===== src/rtl/vga_pkg.sv =====
// ---------------------------------------------------------------------------
// vga_pkg
// Shared VGA timing constants for the scan controller, sprite logic and
// colour logic. Defaults describe standard 640x480 @ 60 Hz timing with a
// 25 MHz pixel rate derived from a 50 MHz system clock.
// Contents:
//   H_* / V_*        horizontal and vertical timing segment lengths
//   H_TOTAL/V_TOTAL  full line / frame lengths in pixels / lines
//   SCREEN_WIDTH/HEIGHT  visible resolution for downstream pixel logic
//   coord_t          10-bit unsigned screen coordinate
//   inSpan()         half-open range test used for sync decode
// ---------------------------------------------------------------------------
package vga_pkg;

   localparam int H_VISIBLE = 640;
   localparam int H_FRONT   = 16;
   localparam int H_SYNC    = 96;
   localparam int H_BACK    = 48;
   localparam int V_VISIBLE = 480;
   localparam int V_FRONT   = 10;
   localparam int V_SYNC    = 2;
   localparam int V_BACK    = 33;

   localparam int H_TOTAL = H_VISIBLE + H_FRONT + H_SYNC + H_BACK;
   localparam int V_TOTAL = V_VISIBLE + V_FRONT + V_SYNC + V_BACK;

   localparam int SCREEN_WIDTH  = 640;
   localparam int SCREEN_HEIGHT = 480;

   typedef logic [9:0] coord_t;

   // True when pos lies in [lo, hi); all comparisons stay 10-bit unsigned.
   function automatic logic inSpan(coord_t pos, coord_t lo, coord_t hi);
      return (pos >= lo) && (pos < hi);
   endfunction

endpackage


===== src/rtl/vga_sync_counter.sv =====
// ---------------------------------------------------------------------------
// vga_sync_counter
// Pixel-rate divider plus horizontal / vertical scan counters.
// Ports:
//   clk      system clock (rising edge)
//   rst_n    asynchronous active-low reset
//   scanEn   1 = scan runs, 0 = park at origin with the divider cleared
//   pixTick  one-clk pulse every second clk while scanning
//   hPos     horizontal count 0..H_TOTAL-1
//   vPos     vertical count 0..V_TOTAL-1
// ---------------------------------------------------------------------------
module vga_sync_counter
   import vga_pkg::*;
#(
   parameter int H_TOTAL = vga_pkg::H_TOTAL,
   parameter int V_TOTAL = vga_pkg::V_TOTAL
) (
   input  logic       clk,
   input  logic       rst_n,
   input  logic       scanEn,
   output logic       pixTick,
   output logic [9:0] hPos,
   output logic [9:0] vPos
);

   localparam coord_t H_LAST = coord_t'(H_TOTAL - 1);
   localparam coord_t V_LAST = coord_t'(V_TOTAL - 1);

   // The divider register doubles as pixTick: it rises on the first clk
   // after scanning is enabled, so the first pixel period starts at the
   // origin. Counters advance on the edge that ends a pixTick-high clk, and
   // dropping scanEn parks everything at the origin on the next edge.
   always_ff @(posedge clk or negedge rst_n) begin
      if (!rst_n) begin
         pixTick <= 1'b0;
         hPos    <= '0;
         vPos    <= '0;
      end else if (!scanEn) begin
         pixTick <= 1'b0;
         hPos    <= '0;
         vPos    <= '0;
      end else begin
         pixTick <= ~pixTick;
         if (pixTick) begin
            if (hPos == H_LAST) begin
               hPos <= '0;
               if (vPos == V_LAST) begin
                  vPos <= '0;
               end else begin
                  vPos <= vPos + 10'd1;
               end
            end else begin
               hPos <= hPos + 10'd1;
            end
         end
      end
   end

endmodule


===== src/rtl/vga_scan_controller.sv =====
// ---------------------------------------------------------------------------
// vga_scan_controller
// VGA raster generator: scan counters, sync decode and a one-pixel output
// pipeline so colour and syncs reach the DAC together.
// Ports:
//   clk, rst_n        50 MHz clock, asynchronous active-low reset
//   scan_en           1 = scan runs, 0 = park at origin with blank outputs
//   color_in [2:0]    colour for the pixel currently at hPos/vPos
//   hPos, vPos [9:0]  current scan position
//   hsync, vsync      registered active-low syncs, aligned with color
//   color [2:0]       registered pixel colour (BLANK_COLOR outside active)
//   pix_tick          one-clk pulse per pixel period (clk/2)
//   line_start        pulse on the pixel tick at hPos=0
//   frame_start       pulse on the pixel tick at hPos=0, vPos=0
// ---------------------------------------------------------------------------
module vga_scan_controller
   import vga_pkg::*;
#(
   parameter int         H_VISIBLE   = vga_pkg::H_VISIBLE,
   parameter int         H_FRONT     = vga_pkg::H_FRONT,
   parameter int         H_SYNC      = vga_pkg::H_SYNC,
   parameter int         H_BACK      = vga_pkg::H_BACK,
   parameter int         V_VISIBLE   = vga_pkg::V_VISIBLE,
   parameter int         V_FRONT     = vga_pkg::V_FRONT,
   parameter int         V_SYNC      = vga_pkg::V_SYNC,
   parameter int         V_BACK      = vga_pkg::V_BACK,
   parameter logic [2:0] BLANK_COLOR = 3'd0
) (
   input  logic       clk,
   input  logic       rst_n,
   input  logic       scan_en,
   input  logic [2:0] color_in,
   output logic [9:0] hPos,
   output logic [9:0] vPos,
   output logic       hsync,
   output logic       vsync,
   output logic [2:0] color,
   output logic       pix_tick,
   output logic       line_start,
   output logic       frame_start
);

   localparam int LINE_TOTAL  = H_VISIBLE + H_FRONT + H_SYNC + H_BACK;
   localparam int FRAME_TOTAL = V_VISIBLE + V_FRONT + V_SYNC + V_BACK;

   localparam coord_t H_ACTIVE_END = coord_t'(H_VISIBLE);
   localparam coord_t V_ACTIVE_END = coord_t'(V_VISIBLE);
   localparam coord_t HSYNC_BEGIN  = coord_t'(H_VISIBLE + H_FRONT);
   localparam coord_t HSYNC_END    = coord_t'(H_VISIBLE + H_FRONT + H_SYNC);
   localparam coord_t VSYNC_BEGIN  = coord_t'(V_VISIBLE + V_FRONT);
   localparam coord_t VSYNC_END    = coord_t'(V_VISIBLE + V_FRONT + V_SYNC);

   logic activeArea;
   logic rawHsyncN;
   logic rawVsyncN;

   vga_sync_counter #(
      .H_TOTAL(LINE_TOTAL),
      .V_TOTAL(FRAME_TOTAL)
   ) syncCounter (
      .clk    (clk),
      .rst_n  (rst_n),
      .scanEn (scan_en),
      .pixTick(pix_tick),
      .hPos   (hPos),
      .vPos   (vPos)
   );

   // Decode the current position: visible window is strictly below the
   // visible extents, and the raw syncs are low only inside their pulse
   // windows. These describe the pixel being scanned now, one pixel ahead
   // of what the DAC sees.
   always_comb begin
      activeArea = 1'b0;
      rawHsyncN  = 1'b1;
      rawVsyncN  = 1'b1;
      activeArea = (hPos < H_ACTIVE_END) && (vPos < V_ACTIVE_END);
      rawHsyncN  = ~inSpan(hPos, HSYNC_BEGIN, HSYNC_END);
      rawVsyncN  = ~inSpan(vPos, VSYNC_BEGIN, VSYNC_END);
   end

   // Output pipeline: colour and both syncs are captured together on the
   // pixel tick, so they stay mutually aligned and lag the counters by one
   // pixel. color_in is only looked at on the tick; parking the scan forces
   // the idle (blank, syncs high) state on the next edge.
   always_ff @(posedge clk or negedge rst_n) begin
      if (!rst_n) begin
         color <= BLANK_COLOR;
         hsync <= 1'b1;
         vsync <= 1'b1;
      end else if (!scan_en) begin
         color <= BLANK_COLOR;
         hsync <= 1'b1;
         vsync <= 1'b1;
      end else if (pix_tick) begin
         color <= activeArea ? color_in : BLANK_COLOR;
         hsync <= rawHsyncN;
         vsync <= rawVsyncN;
      end
   end

   // Start markers are combinational so they sit in the very clk that the
   // tick for the origin pixel occupies.
   assign line_start  = pix_tick && (hPos == 10'd0);
   assign frame_start = line_start && (vPos == 10'd0);

endmodule


===== config.mk =====
export PLATFORM = sky130hd
export DESIGN_NAME = vga_scan_controller
export DESIGN_NICKNAME = d
export VERILOG_FILES = /design/src/rtl/vga_pkg.sv /design/src/rtl/vga_sync_counter.sv /design/src/rtl/vga_scan_controller.sv
export SDC_FILE = /design/constraint.sdc
export NUM_CORES = 1
export LEC_CHECK = 0
export ABC_AREA = 1
export ABC_CLOCK_PERIOD_IN_PS = 1700
export BUFFER_PORTS_ARGS = -buffer_cell sky130_fd_sc_hd__buf_2
export CAP_MARGIN = 10
export CORE_MARGIN = 4
export CORE_UTILIZATION = 54
export CTS_BUF_LIST = sky130_fd_sc_hd__clkbuf_2
export DETAILED_ROUTE_END_ITERATION = 7
export PLACE_DENSITY = 0.78
export REMOVE_ABC_BUFFERS = 1
export SYNTH_ARGS = -nofsm -noshare
export SYNTH_HDL_FRONTEND = slang
export SYNTH_HIERARCHICAL = 1
export SYNTH_SLANG_ARGS = --single-unit

===== constraint.sdc =====
create_clock -name clk -period 1.7 [get_ports clk]
set_input_delay 0.17 -clock clk [delete_from_list [all_inputs] [get_ports clk]]
set_output_delay 0.17 -clock clk [all_outputs]
set_load 0.01 [all_outputs]

==> results.env, run 1 <==
YS_SEQ_ELEMENTS=26
CTS_ROOT_BUF='clkbuf_2'
CRITPATHBUFINV=2
DESIGN.CORE.AREA_UM2=3080
SWITCHINGPOWER_W=0.000501
FIRST_GLOBAL_VIAS=1565
PLACE_WORST_SETUP_SLACK_NS=0.213
DRV_CAP=0
CRIT_PATH_END_KIND='output pin'
WIRE_PER_INST_UM=12.1
CLOCKBUFFERDEPTH=2
POWER_DENSITY_nW_PER_UM2=660
NNETSFINAL=315
FLOORPLAN_DIE_AREA_UM2=4210
POST_SYNTHESIS_MUX_AREA_SHARE=0
SYNTH_AREA_IN_COMPOUND_GATES=0.0429
TIMING.CRITICAL_PATH.MAX_DELAY_FAMILY='flip-flops'
GRT_SETUP_UNREPAIRED='yes'
CP_SLOWEST_CELL='dfrtp_1'
REQUIRED_NS=1.53
ANTENNA-DIODE-COUNT=0
DOMINANTREGCELLSYNTH='dfrtp_1'
SYNTHDOMINANTCELLAREASHARE=0.344
SYNTH_CELLS=257
WORSTPATHMAXFANOUT=7
PORT-BUFFER-COUNT=33
CLK_PIN_SLEW_WORST_PATHS_NS=0.25
POST_SYNTH_XOR_XNOR_AREA=0.0200
FINAL.SETUP.TNS_NS=0
HOLD_SLACK_NS=0.0388
FINAL.SETUP.WORST_SLACK_NS=0.0786
VIAS=1750
TRITONCTS_CLOCK_TREE='built'
POST_DETAILED_ROUTE_COUNT_OF_ANTENNA_VIOLATING_NETS=0
MULTI_INPUT_GATE_AREA_IN_THE_FINAL_LAYOUT_UM2=941
WORST_IR_DROP_VDD_mV=0.576
POWER_REPORT.INTERNAL_TOTAL_W=0.000885
CP.ARRIVAL_NS=1.45
TRITONCTS_NUM_SINKS=26
CLOCK_SKEW_NS=0.00348
ROUTE.DETAILED.DRC=0
FINAL_PERIOD_MINUS_WORST_SETUP_SLACK_NS=1.62
LAYOUT-DRIVE-GT1-SHARE=0.266
YOSYSTOPAREACELL='dfrtp_1'
DIEHEIGHT_UM=64.9
DIE_W_UM=64.9
CTS-HTREE-LEVELS=1
FLOORPLAN.INITIALDENSITY=0.568
CRITICAL-PATH-MAX-STAGE-DELAY_NS=0.44
SETUP-VIOLATIONS-FINAL=0
FF_LATCH_AREA_UM2=664
TIMING.FINAL.MAX_SLEW_VIOLATIONS=0
NETLIST_TOP_CELLS_AREA='dfrtp_1 (34%), nand2_1 (17%), nor2_1 (9.4%)'
FINAL_HOLD_VIOLATION_COUNT=0
COMBINED_AREA_OF_ALL_SYNTHESIZED_CELLS_UM2=1750
CLOCK_INSERTION_DELAY_WORST_SKEW_NS=0.34
SWITCHING_SHARE=0.362
DRT_FIRST_ITER_VIOLATIONS=95
GLOBAL_ROUTE.OVERFLOW_TOTAL=0
CRITICAL_PATH_CLASS='register to output pin'
MAX_FREQ_MHz=617
NUMBER_OF_DISTINCT_LIBRARY_CELL_VARIANTS_IN_THE_GATE_LEVEL_NETLIST_AFTER_SYNTHESIS=26
SYNTH_SEQ_AREA_SHARE=0.374
TIMING.CRITICAL_PATH.FROM_TYPE='register'
PLACE_HPWL_UM=3030
NUMBER_OF_FLOPS_MAPPED_TO_ENABLE_CELLS_BY_YOSYS=0
TIGHTESTPINTRANSITION_NS=0.603
CTS-BUFFERS-INSERTED=3
GRT_ANTENNA_BEFORE_REPAIR=0
ASYNCSETRESETFLOPFRACSYNTH=1.00
FLOORPLAN.ROWS=20
FINALCRITPERIODSHARE=0.954
MAX-SLEW-MARGIN-REL=0.598
WEIGHTED_CONGESTION_REPORTED_AT_THE_END_OF_ROUTABILITY_DRIVEN_PLACEMENT=0.903
GRT_FIRST_PASS_WIRELENGTH_UM=7110
DRT-VIAS-PER-INSTANCE=5.01
SEQUENTIALPOWERSHARE=0.559
GRT_USAGE=0.213
POWER_LEAKAGE_nW=1.13
FIN_TOTAL_PWR_W=0.00139
AREA_DELTA_SYNTH_FINAL_PCT=20.1
GRT_MAX_DEGREE=27
STATUS='complete, no violations'
FILL_CELLS=285
FINALWIRELENGTH_UM=4220
SYNTH.YOSYS.WARNINGS=6
HP-CLASS='input pin to register'
BASIC_GATE_SHARE_OF_THE_SYNTHESIZED_AREA_COUNTING_AND_OR_NAND_AND_NOR_CELLS=0.445
POWER.SHARE.COMBINATIONAL=0.272
PATH_CELLS='buf_4 -> nor2_1 -> and2_1 -> nand2_1 -> nor2_1 -> buf_2'
YOSYS.AREA_SHARE.ADDER=0.0215
CLOCK_POWER_SHARE=0.169
SYNTH_TOP_FAMILY_BY_AREA='simple AND/OR/NAND/NOR gates'
SYN-MEAN-INSTANCE-AREA_UM2=6.80
BOUNDARYPINS=34
POST-ROUTE-UTIL=0.682
WORST_PATH_MOST_REPEATED_CELL='nor2_1'
DRT_PRE_ANTENNA_ITERS=4
==> cells by family after synthesis <==
| kind of cell | Yosys count |
|---|---|
| compound gates | 14 |
| xor+xnor | 4 |
| fa+ha+maj | 3 |
| buf+inv | 40 |
| flops | 26 |
| simple gates | 170 |
==> worst paths after layout <==
check | startpoint | end | slack [ns] | cells past startpoint
min in group asynchronous | rst_n | syncCounter/hPos[0] | 0.33 | 2
worst min-delay path | color_in[0] | color[0] | 0.04 | 3
worst min register to register | color[0] | color[0] | 0.51 | 2
worst max register to register | syncCounter/hPos[1] | syncCounter/vPos[7] | 0.17 | 8
worst max-delay path | syncCounter/vPos[3] | frame_start | 0.08 | 6
max in group asynchronous | rst_n | syncCounter/hPos[3] | 0.95 | 2
==> layer usage <==
| metal | part of all wire | up-vias | GRT usage | routed length, um |
|---|---|---|---|---|
| met3 | 0.061 | 2 | 0.0329 | 258 |
| met5 | 0 | - | 0 | 0 |
| met4 | 0.0047 | 0 | 0.0633 | 20 |
| met2 | 0.47 | 53 | 0.347 | 1980 |
| li1 | - | 898 | - | - |
| met1 | 0.46 | 797 | 0.290 | 1960 |
==> cells in the mapped netlist, types with 3 or more instances <==
library cell / number
a21oi_1: 5
nand3_1: 30
nand4_1: 3
ha_1: 3
inv_2: 4
dfrtp_1: 24
nor2_4: 4
nand2_2: 3
inv_1: 32
nand2_1: 77
o21ai_1: 4
xor2_1: 4
o21ai_0: 3
nor2_1: 44
==> timing repair <==
action	in CTS	in global routing
hold endpoints to repair	24	1
buffers inserted	0	8
pin swaps	0	1
cloned	0	0
resized for setup	3	11
hold buffers	1	1
endpoints found under the setup margin	1	3
==> power groups by stage <==
stage,logic (W),clock network [W],registers [W]
final,0.000377,0.000234,0.000774
after global routing,0.000427,0.000285,0.000793
after CTS,0.000372,0.000248,0.000772
after detailed placement,0.000369,0,0.000782
after global placement,0.000363,0,0.000781
after floorplan,0.000207,0,0.000793
==> per-stage QoR <==
stage	instance area, um2	cells
after CTS	2000	340
final	2100	349
after detailed placement	1970	335
after global routing	2100	349
after global placement	1970	335
after floorplan	1720	254
==> worst min-delay path, stage by stage <==
cell and delay, ns:
buf_2 0.08, nand3_1 0.06, nand2_1 0.06
==> state kept, by name (all words and copies together), names as in the netlist <==
| signal | count |
|---|---|
| syncCounter/hPos | 10 |
| vsync | 1 |
| syncCounter/pixTick | 1 |
| color | 3 |
| syncCounter/vPos | 10 |
| hsync | 1 |
==> final cells by class <==
| class | instances | share of cell area |
|---|---|---|
| Multi-Input combinational cell | 191 | 0.448 |
| Sequential cell | 26 | 0.316 |
| Inverter | 37 | 0.0673 |
| Timing Repair Buffer | 47 | 0.133 |
| Clock buffer | 3 | 0.00715 |
| Tap cell | 44 | 0.0262 |
| Clock inverter | 1 | 0.00179 |
==> cells in the final DEF, fill, tap and decap left out, drive strengths merged <==
| cell | n |
|---|---|
| nand2 | 82 |
| nor2 | 51 |
| buf | 45 |
| inv | 37 |
| nand3 | 30 |
| dfrtp | 24 |
| o21ai | 8 |
| a21oi | 5 |
| xor2 | 4 |
| clkbuf | 3 |
| nand4 | 3 |
| ha | 3 |
| nor3b | 2 |
| dlygate4sd3 | 2 |
| dfstp | 2 |
| and2 | 1 |
| nor3 | 1 |
| clkinv | 1 |
| a31oi | 1 |
Power figures use the tool's default switching activity.
==> inputs of run 2 (changes only) <==
- CORE_UTILIZATION: 54 -> 57
- PLACE_DENSITY: 0.78 -> 0.82
==> run 2 against run 1 <==
Compared with the run above:
- clock skew hardly changed
- setup slack hardly changed
- worst hold slack worse by 0.013 ns
- count of clock-buffer cells in the layout unchanged
- first-iteration DRC count up 9.5%
- die area fell by 4.6%
- highest routed layer unchanged
==> results.env, run 2 (synthesis results as in run 1) <==
FINAL_HOLD_VIOLATION_COUNT=0
TRITONCTS_NUM_SINKS=26
CTS-HTREE-LEVELS=1
FF2FF_SETUP_SLACK_NS=0.14
HOLD-PATH-CELL-COUNT=3
FLOORPLAN_DIE_AREA_UM2=4020
CRITICAL-PATH-MAX-STAGE-DELAY_NS=0.53
FLOORPLAN.ROWS=19
DRV_CAP=0
CLOCKBUFFERDEPTH=2
REQUIRED_NS=1.53
DIEHEIGHT_UM=63.4
LAYOUT_TOP_REGISTERS='syncCounter/hPos: 10 flops, syncCounter/vPos: 10 flops, color: 3 flops'
FIN_TOTAL_PWR_W=0.00143
CLOCK_INSERTION_DELAY_WORST_SKEW_NS=0.34
BOUNDARYPINS=34
PATH_CELLS='nor2_1 -> and2_1 -> nand2_1 -> nor2_1 -> buf_2'
CRITICAL_PATH_CLASS='register to output pin'
STATUS='complete, no violations'
HP-CLASS='input pin to register'
FIRST_GLOBAL_VIAS=1468
FINALCRITPERIODSHARE=0.954
DRT_PRE_ANTENNA_ITERS=5
VIAS=1805
TIMING.FINAL.MAX_SLEW_VIOLATIONS=0
TRITONCTS_CLOCK_TREE='built'
WORSTPATHMAXFANOUT=9
CRIT-REG2REG-LAUNCH='syncCounter/hPos[0]'
FINALWIRELENGTH_UM=4330
FINISH.INSTANCE_AREA_UM2=2130
AREA_DELTA_SYNTH_FINAL_PCT=21.8
ROUTE.DETAILED.DRC=0
CRIT_PATH_END_KIND='output pin'
FLOORPLAN.INITIALDENSITY=0.613
GRT_FIRST_PASS_WIRELENGTH_UM=6710
HOLD_PATH.STARTPOINT='color_in[2]'
WORST_IR_DROP_VDD_mV=0.593
GRT_ANTENNA_BEFORE_REPAIR=0
GRT_MAX_DEGREE=27
WEIGHTED_CONGESTION_REPORTED_AT_THE_END_OF_ROUTABILITY_DRIVEN_PLACEMENT=0.881
DRT-VIAS-PER-INSTANCE=5.26
FINAL.SETUP.WORST_SLACK_NS=0.0782
ANTENNA-DIODE-COUNT=0
CRITPATHBUFINV=1
PORT-BUFFER-COUNT=33
TIGHTESTPINTRANSITION_NS=0.589
TIMING.CRITICAL_PATH.MAX_DELAY_FAMILY='flip-flops'
POWER_LEAKAGE_nW=1.15
MAX-SLEW-MARGIN-REL=0.608
DRT_FIRST_ITER_VIOLATIONS=104
WORST_PATH_MOST_REPEATED_CELL='nor2_1'
MOSTFREQUENTLAYOUTCELLS='nand2_1 (77), nor2_1 (42), buf_2 (33)'
GRT_USAGE=0.205
TIMING.CRITICAL_PATH.FROM_TYPE='register'
SETUP-VIOLATIONS-FINAL=0
MAX_FREQ_MHz=617
GLOBAL_ROUTE.OVERFLOW_TOTAL=0
CP.ARRIVAL_NS=1.45
CP_SLOWEST_CELL='dfrtp_2'
FINAL_PERIOD_MINUS_WORST_SETUP_SLACK_NS=1.62
CRITICAL_PATH_DEPTH=5
PLACE_WORST_SETUP_SLACK_NS=0.168
WORSTSETUPSTARTPOINT='syncCounter/vPos[5]'
HOLD_PATH_END='color[2]'
CLK_PIN_SLEW_WORST_PATHS_NS=0.24
PLACE_HPWL_UM=2940
CTS-BUFFERS-INSERTED=3
MOSTFREQUENTLAYOUTCELL='nand2_1'
CTS_ROOT_BUF='clkbuf_2'
WIRE_PER_INST_UM=12.6
R2R-END='syncCounter/vPos[9]'
DIE_W_UM=63.4
LAYOUT-DRIVE-GT1-SHARE=0.308
CLOCK_SKEW_NS=0.00300
GRT_SETUP_UNREPAIRED='yes'
POST_DETAILED_ROUTE_COUNT_OF_ANTENNA_VIOLATING_NETS=0
POWER_DENSITY_nW_PER_UM2=670
TIMING.REG2REG.WORST_PATH_DEPTH=8
NNETSFINAL=322
DESIGN.CORE.AREA_UM2=2850
PLACEDINSTANCEAREA_UM2=1950
-- run 2: changes by cell type in the layout (fill, tap and decap cells not counted), sizes merged --
cell	before	now
dlygate4sd3	2	1
buf	45	53
-- run 2: layout make-up --
cell class,count,area (um2)
well taps,31,38.8
multi-input cells,191,931
flip-flops and latches,26,673
clock inverters,1,3.75
fillers,249,724
repair buffers,54,325
clock buffers,3,15.0
inverters,37,141
-- run 2: metal layers --
layer  up-vias  wire length [um]  global-route usage  part of all wire
met4         0                18              0.0485            0.0042
met2        83              2000               0.322              0.46
met3         2               401              0.0302             0.093
met1       818              1900               0.298              0.44
li1        902                 -                   -                 -
met5         -                 0                   0                 0
-- run 2: how the worst max path moves through the flow --
stage / end
6_report: frame_start
5_1_grt: frame_start
4_1_cts: frame_start
3_5_place_dp: syncCounter/vPos[9]
3_3_place_gp: syncCounter/vPos[9]
2_1_floorplan: syncCounter/vPos[5]
-- run 2: where the power goes --
| group | switching [W] | internal, W | total, W |
|---|---|---|---|
| clock network | 0.000183 | 0.0000511 | 0.000234 |
| registers | 0.0000898 | 0.000681 | 0.000770 |
| logic | 0.000239 | 0.000184 | 0.000423 |
| total | 0.000511 | 0.000916 | 0.00143 |
-- run 2: per-stage QoR --
step / util / hold WS (ns) / setup TNS [ns] / instances
final: 0.746 / 0.0261 / 0 / 343
after CTS: 0.696 / 0.0128 / 0 / 327
after floorplan: - / -0.126 / 0 / 254
after global placement: 0.682 / 0.209 / 0 / 321
after global routing: 0.746 / 0.000233 / -0.0546 / 343
after detailed placement: 0.682 / 0.214 / 0 / 321
-- run 2: timing repair --
item                                    CTS  global route
pin swaps                                 1             6
hold buffers                              1             0
buffers inserted                          2            17
endpoints found under the setup margin    1             2
cloned                                    0             0
hold endpoints to repair                 24             0
resized for setup                         3            15
-- run 2: worst min-delay path, stage by stage --
cell,delay [ns]
buf_2,0.07
nand3_1,0.06
nand2_1,0.06
